`src/rtl/pipe_stall_ctrl.sv`:
```
// rtl/pipe_stall_ctrl.sv - per-stage hold/bubble/flush controller with init window and stall watchdog
// Optional stall_cycles perf counter is enabled by defining STALL_PERF_EN.
module pipe_stall_ctrl #(
  parameter int N_STAGES    = 5,
  parameter int INIT_CYCLES = 16,
  parameter int TIMEOUT_W   = 8,
  parameter int CNT_W       = 32
) (
  input  logic                clk,
  input  logic                rst,
  input  logic [N_STAGES-1:0] stall_req,
  input  logic [N_STAGES-1:0] flush_req,
  input  logic                timeout_clr,
  output logic [N_STAGES-1:0] hold,
  output logic [N_STAGES-1:0] bubble,
  output logic [N_STAGES-1:0] flush,
  output logic                init_busy,
  output logic                timeout,
  output logic [CNT_W-1:0]    stall_cycles
);

  typedef enum logic [1:0] {S_INIT, S_RUN, S_ERR} state_t;

  localparam int ICW = (INIT_CYCLES < 2) ? 1 : $clog2(INIT_CYCLES);
  localparam logic [ICW-1:0] INIT_LAST = ICW'((INIT_CYCLES == 0) ? 0 : INIT_CYCLES - 1);
  localparam logic [TIMEOUT_W-1:0] WD_MAX = '1;
  // With no init window the 0th cycle after reset is already a RUN cycle.
  localparam state_t RST_STATE = (INIT_CYCLES == 0) ? S_RUN : S_INIT;

  state_t                state, state_n;
  logic [ICW-1:0]        init_cnt;
  logic [TIMEOUT_W-1:0]  wd;
  logic [N_STAGES-1:0]   pend, pend_n, req_m, eff, hold_run, flush_run;
  logic                  stall_acc, flush_acc;

  always_comb begin
    req_m     = flush_req & ~{{(N_STAGES-1){1'b0}}, 1'b1};
    stall_acc = 1'b0;
    flush_acc = 1'b0;
    hold_run  = '0;
    flush_run = '0;
    for (int i = N_STAGES - 1; i >= 0; i--) begin
      stall_acc   = stall_acc | stall_req[i];
      hold_run[i] = stall_acc;
    end
    eff = (req_m | pend) & ~hold_run;
    // A stage is flushed by any firing requester older than itself, unless it is held.
    for (int i = N_STAGES - 1; i >= 0; i--) begin
      flush_run[i] = flush_acc & ~hold_run[i];
      flush_acc    = flush_acc | eff[i];
    end
    pend_n = (pend | (req_m & hold_run)) & ~eff;
  end

  always_ff @(posedge clk) begin
    if (rst) begin
      state    <= RST_STATE;
      init_cnt <= '0;
      wd       <= '0;
      pend     <= '0;
    end else begin
      state <= state_n;
      if (state == S_INIT) init_cnt <= init_cnt + ICW'(1);
      if (state == S_RUN && hold_run[0])
        wd <= (wd == WD_MAX) ? wd : wd + TIMEOUT_W'(1);
      else
        wd <= '0;
      pend <= (state == S_RUN) ? pend_n : '0;
    end
  end

  always_comb begin
    state_n = state;
    case (state)
      S_INIT:  if (init_cnt == INIT_LAST) state_n = S_RUN;
      S_RUN:   if (wd == WD_MAX) state_n = S_ERR;
      S_ERR:   if (timeout_clr) state_n = S_RUN;
      default: state_n = S_INIT;
    endcase
  end

  always_comb begin
    hold      = '1;
    bubble    = '0;
    flush     = '0;
    init_busy = 1'b0;
    timeout   = 1'b0;
    if (rst) begin
      init_busy = 1'b1;
    end else begin
      case (state)
        S_INIT: init_busy = 1'b1;
        S_RUN: begin
          hold   = hold_run;
          bubble = {hold_run[N_STAGES-2:0] & ~hold_run[N_STAGES-1:1], 1'b0};
          flush  = flush_run;
        end
        S_ERR:   timeout = 1'b1;
        default: init_busy = 1'b1;
      endcase
    end
  end

`ifdef STALL_PERF_EN
  logic [CNT_W-1:0] perf_cnt;

  always_ff @(posedge clk) begin
    if (rst)
      perf_cnt <= '0;
    else if (state == S_RUN && hold_run[0])
      perf_cnt <= perf_cnt + CNT_W'(1);
  end

  assign stall_cycles = perf_cnt;
`else
  assign stall_cycles = '0;
`endif

endmodule

```
`config.mk`:
```
export PLATFORM = sky130hd
export DESIGN_NAME = pipe_stall_ctrl
export DESIGN_NICKNAME = d
export VERILOG_FILES = /design/src/rtl/pipe_stall_ctrl.sv
export SDC_FILE = /design/constraint.sdc
export NUM_CORES = 1
export LEC_CHECK = 0
export ABC_AREA = 1
export BUFFER_PORTS_ARGS = -buffer_cell sky130_fd_sc_hd__buf_2
export CAP_MARGIN = 20
export CORE_ASPECT_RATIO = 0.5
export CORE_UTILIZATION = 46
export DETAILED_ROUTE_END_ITERATION = 10
export PLACE_DENSITY = 0.8
export SYNTH_ARGS = -nofsm -noshare
export SYNTH_HDL_FRONTEND = slang
export SYNTH_SLANG_ARGS = --single-unit
```
`constraint.sdc`:
```
create_clock -name clk -period 1.4 [get_ports clk]
set_clock_uncertainty 0.05 [all_clocks]
set_input_delay 0.14 -clock clk [delete_from_list [all_inputs] [get_ports clk]]
set_output_delay 0.14 -clock clk [all_outputs]
set_load 0.01 [all_outputs]
```
* Word level (Yosys, flattened, before mapping)
Index checks and enable logic that the tools add are counted.
** Storage, ports and cells
- Bits in registers :: 19
- Input port bits :: 13
- Output and inout port bits :: 49
- Word-level logic and storage cells :: 59
** Operators by class
- $add $sub $neg :: 2
- Eq/ne operators :: 7
- Mux-type cells :: 14
- Bitwise gates (word level) :: 26
- Reductions and logical operators :: 6
** Operator list (count)
- two-way mux 5 bit :: 5
- bitwise AND 5 bit :: 3
- NOT 5 bit :: 2
- OR 5 bit :: 2
- adder 8 x 1 -> 8 bit, second input constant :: 1
- equality test 8 bit, second input constant :: 1
- OR 1 bit :: 7
- two-way mux 2 bit :: 3
- NOT 1 bit :: 6
- one-hot mux 2 bit (3 select lines) :: 1
- OR reduction 2 bit :: 3
- adder 4 x 1 -> 4 bit, second input constant :: 1
- bitwise AND 1 bit :: 4
- bitwise AND 4 bit :: 1
- equality test 4 bit, second input constant :: 1
- two-way mux 1 bit :: 4
- two-way mux 4 bit :: 1
- != test 2 x 1 -> 1 bit, second input constant :: 2
- NOT 4 bit :: 1
- AND reduction 3 bit :: 1
- equality test 2 x 1 -> 1 bit, second input constant :: 1
- equality test 2 bit, second input constant :: 1
- zero test 2 bit :: 1
- != test 2 bit, second input constant :: 1
- logical AND 1 bit :: 1

* Longest topological paths before layout
- Depth after elaboration :: 12
- Depth in mapped cells :: 8
- Gate-level depth less buffers :: 8

* Least setup slack after synthesis
OpenSTA, ideal clock, no wires.
- Path type :: flip-flop to output port
- Start point :: register state[1]
- End point :: output port bubble[4]
- Arrival time :: 1.197 ns
- Slack :: 0.013 ns
- Stages on the path, launching flop included :: 7
- Path buffers :: 0
- Cells stage by stage :: dfxtp_1 > inv_1 > ha_1 > nand2_2 > inv_2 > nand2_1 > nor2_1
** On the way
- Cells in the longest elaborated chain, start to end :: 3
** RTL lines
- start, declared :: line 30 : state_t state, state_n;
- start signal, assigned :: line 62 : state <= state_n;
- equality test 2 x 1 -> 1 bit :: line 91 : case (state)
- two-way mux 5 bit :: line 91
- two-way mux 5 bit :: line 88 : if (rst) begin
- end, declared :: line 15 : output logic [N_STAGES-1:0] bubble,
No other way between the ends.

* Worst setup path after layout
- Start point :: register pend[4]
- End point :: output port flush[0]
** On the way
- Cells in the longest elaborated chain, start to end :: 8
** RTL lines
- start, declared :: line 33 : logic [N_STAGES-1:0] pend, pend_n, req_m, eff, hold_run, flush_run;
- start signal, assigned :: line 68 : pend <= (state == S_RUN) ? pend_n : '0;
- OR 5 bit :: line 46 : eff = (req_m | pend) & ~hold_run;
- bitwise AND 5 bit :: line 46
- OR 1 bit (3 in series) :: line 50 : flush_acc = flush_acc | eff[i];
- bitwise AND 1 bit :: line 49 : flush_run[i] = flush_acc & ~hold_run[i];
- two-way mux 4 bit :: line 91
- two-way mux 5 bit :: line 88
- end, declared :: line 16 : output logic [N_STAGES-1:0] flush,
No other way between the ends.

==> Implementation_results.wiki <==
{| class="wikitable"
! Metric !! Value
|-
| Status || complete, but fails checks
|-
| Total detailed-routing wirelength || 2710 µm
|-
| Fraction of synthesized cell area taken by the top area cell type || 27.9%
|-
| Width of the die || 77 µm
|-
| Number of buffers between clock root and the deepest sink || 2
|-
| Dpl cells || 255
|-
| Final hold viol count || 0
|-
| Worst voltage drop across the vdd grid || 0.000978 V
|-
| Non-Filler Cell Area, Final || 1630 µm²
|-
| Launch point of the critical path || pend[4]
|-
| Worst hold-check path type || in2reg
|-
| Detail-routed via count per cell || 4.52
|-
| PwrDens || 1070 nW/µm²
|-
| Clk pwr share || 24.4%
|-
| DRC || 0
|-
| Placed wire-length estimate after detailed placement || 1810 µm
|-
| Post-cts hold buffer count || 0
|-
| Die boundary height || 39.5 µm
|-
| Max FO, Critical Path || 3
|-
| Critical path endpoint category || output pin
|-
| Number of standard-cell rows in the floorplan || 13
|-
| Routability congestion estimate || 0.773
|-
| Post-route antenna net violation count || 0
|-
| Die ar. || 3040 µm²
|-
| Total number of nets in the final design || 251
|-
| Overall routing resource usage || 15.8%
|-
| TritonCTS clock tree || yes
|-
| Kind of cell with the highest combined delay on the critical path || simple AND/OR/NAND/NOR gates
|-
| Post-Synthesis Cells || 186
|-
| Unique masters post-synth || 24
|-
| Total Neg Setup Slack || -0.487 ns
|-
| Syn Std Cell Area || 1290 µm²
|-
| Cell-internal power || 1.15 mW
|-
| Part of the total power dissipated in sequential elements || 36.2%
|-
| Min setup slack post-route || -0.156 ns
|-
| Hold Path Depth || 2
|-
| Insertion delay to the later sink of the worst-skew pair || 0.26 ns
|-
| Portion of the clock cycle consumed by the worst path in the final layout || 111%
|-
| H-tree levels || 1
|-
| Number of register bits inferred by synthesis || 18
|-
| Switching portion of total power || 34.3%
|-
| Sequential-to-total area share from yosys stat || 27.9%
|-
| Unrepaired setup endpoints after global routing || true
|-
| Crit-path max cell delay || 0.33 ns
|-
| Signal arrival time at the worst endpoint || 1.37 ns
|-
| Initial Utilization || 49.1%
|-
| Layout overhead on the synthesized area || 26.1%
|-
| Number of sinks driven by the clock tree || 18
|-
| Final Instance Count excl. Fillers || 267
|-
| Logic depth of the worst setup path including buffers || 7
|-
| Clock-pin slew on the worst setup and hold paths || 0.07 ns
|-
| Crit path buf inv count || 1
|-
| Crit path kind || reg2out
|-
| Worst-case setup slack after placement || -0.0315 ns
|-
| Via count of the first global-routing pass || 861
|-
| Worst flop-to-flop path startpoint || wd[0]
|-
| Crit-path cells || nor2_4, nor2_2, nor2_2, o21ai_2, nor2_1, nor2_1, buf_2
|-
| Core occupancy in the finished layout || 61.9%
|-
| Number of warnings printed during yosys synthesis || 0
|-
| Cell area after placement || 1390 µm²
|-
| Final global-route overflow total || 0
|-
| Minimum clock period || 1.56 ns
|-
| Post-route total power || 1.74 mW
|-
| Failing checks || setup timing
|-
| Number of iterations in the first detailed-routing pass || 4
|-
| Total net switching power || 0.599 mW
|-
| Logic gate share of total power || 39.4%
|-
| Initial DRC Count || 60
|-
| Worst-case hold slack || 0.0287 ns
|-
| Startpoint of the most critical hold path || rst
|-
| Buffer type at the clock tree root || sky130_fd_sc_hd__clkbuf_8
|-
| Count of buffers inserted at the top-level ports || 26
|-
| Standard cell core area || 2640 µm²
|-
| Max Clk Rate || 642 MHz
|-
| Final antenna diode count || 0
|-
| Number of pins exceeding their max-slew limit in the final report || 0
|-
| Library cell with the largest summed area after synthesis || sky130_fd_sc_hd__dfxtp_1
|-
| Antenna violations before repair || 0
|-
| Worst path required time || 1.21 ns
|-
| Cell types occupying the most area after synthesis || sky130_fd_sc_hd__dfxtp_1 (28%), sky130_fd_sc_hd__buf_4 (20%), sky130_fd_sc_hd__nor2_1 (10%)
|-
| Startpoint class of the critical path || register
|-
| Vias post-DR || 1207
|-
| Fill cell instance count of the final layout || 211
|-
| Reg-to-reg setup timing slack || 0.07 ns
|-
| Wire length of the first global-routing pass || 3600 µm
|-
| I/O pin total || 62
|-
| Count of final setup violators || 7
|-
| Num CTS Buffers || 3
|-
| Post-detailed-route wirelength per cell || 10.1 µm
|-
| Mean area per synthesized cell || 6.96 µm²
|-
| Worst reg2reg path depth || 7
|-
| Largest net degree at the start of global routing || 11
|-
| Static leakage power || 0.829 nW
|-
| Max-capacitance violation count || 0
|-
| Slowest stage cell, crit path || sky130_fd_sc_hd__dfxtp_2
|-
| Fraction of final layout cells with drive strength greater than 1 || 36.5%
|}
[kinds of logic after synthesis]
group	Yosys count	share of synthesized area, %
xor+xnor	1	0.677
compound gates	19	8.61
flops	18	27.9
simple gates	82	29.1
fa+ha+maj	7	6.77
other cells	1	0.290
buf+inv	58	26.7
[worst paths after layout]
kind                      end
setup / recovery     flush[0]
hold / removal    init_cnt[1]
setup reg to reg     state[1]
hold reg to reg   init_cnt[3]
[synthesized netlist by cell type]
master and instances:
sky130_fd_sc_hd__conb_1 1, sky130_fd_sc_hd__nand2_1 20, sky130_fd_sc_hd__o211ai_1 1, sky130_fd_sc_hd__nor2_1 36
sky130_fd_sc_hd__dfxtp_1 18, sky130_fd_sc_hd__buf_4 34, sky130_fd_sc_hd__or2_2 1, sky130_fd_sc_hd__o21ai_0 5
sky130_fd_sc_hd__ha_1 7, sky130_fd_sc_hd__nand3_4 1, sky130_fd_sc_hd__inv_2 4, sky130_fd_sc_hd__nand2_4 1
sky130_fd_sc_hd__nand3_1 9, sky130_fd_sc_hd__o21bai_1 1, sky130_fd_sc_hd__nor2_2 2, sky130_fd_sc_hd__nor3_1 5
sky130_fd_sc_hd__nand2_2 5, sky130_fd_sc_hd__o21ai_4 1, sky130_fd_sc_hd__clkinv_1 1, sky130_fd_sc_hd__nor2b_1 1
sky130_fd_sc_hd__a21oi_1 11, sky130_fd_sc_hd__inv_1 19, sky130_fd_sc_hd__xor2_1 1, sky130_fd_sc_hd__nor2_4 1
[timing repair]
item,CTS,global route
endpoints found under the setup margin,15,19
buffers inserted,5,3
pin swaps,3,11
resized for setup,11,25
[power by group through the flow]
stage / Combinational (mW) / Sequential, mW / Clock (mW)
after CTS: 0.617 / 0.620 / 0.431
after global routing: 0.756 / 0.643 / 0.462
after detailed placement: 0.512 / 0.626 / 0
final: 0.687 / 0.632 / 0.425
after floorplan: 0.418 / 0.623 / 0
after global placement: 0.491 / 0.623 / 0
[flip-flops by register name, summed over array words and instances, names as in the netlist]
name and flops:
wd 8, pend 4, state 2, init_cnt 4
[layout make-up]
class	count	area, µm²	share of cell area (%)
flip-flops and latches	18	369	22.6
inverters	24	92.6	5.67
clock buffers	4	55.1	3.37
multi-input cells	143	802	49.2
well taps	37	46.3	2.84
repair buffers	41	267	16.3
[cells in the final DEF (no fill, tap or decap), types with 6 or more instances in the layout]
cell type,synthesis,layout
sky130_fd_sc_hd__nor2_2,2,6
sky130_fd_sc_hd__dfxtp_1,18,13
sky130_fd_sc_hd__nand3_1,9,7
sky130_fd_sc_hd__buf_2,0,24
sky130_fd_sc_hd__nor2_1,36,30
sky130_fd_sc_hd__inv_1,19,17
sky130_fd_sc_hd__conb_1,1,34
sky130_fd_sc_hd__nand2_1,20,19
sky130_fd_sc_hd__buf_4,34,12
sky130_fd_sc_hd__inv_2,4,6
sky130_fd_sc_hd__a21oi_1,11,10
[metal layers]
metal	GRT usage [%]	vias up	wire length, µm
li1	-	596	-
met1	18.5	544	1100
met2	29.0	57	1360
met3	4.88	10	148
met4	4.72	0	101
met5	0	-	0
Power figures use the tool's default switching activity.
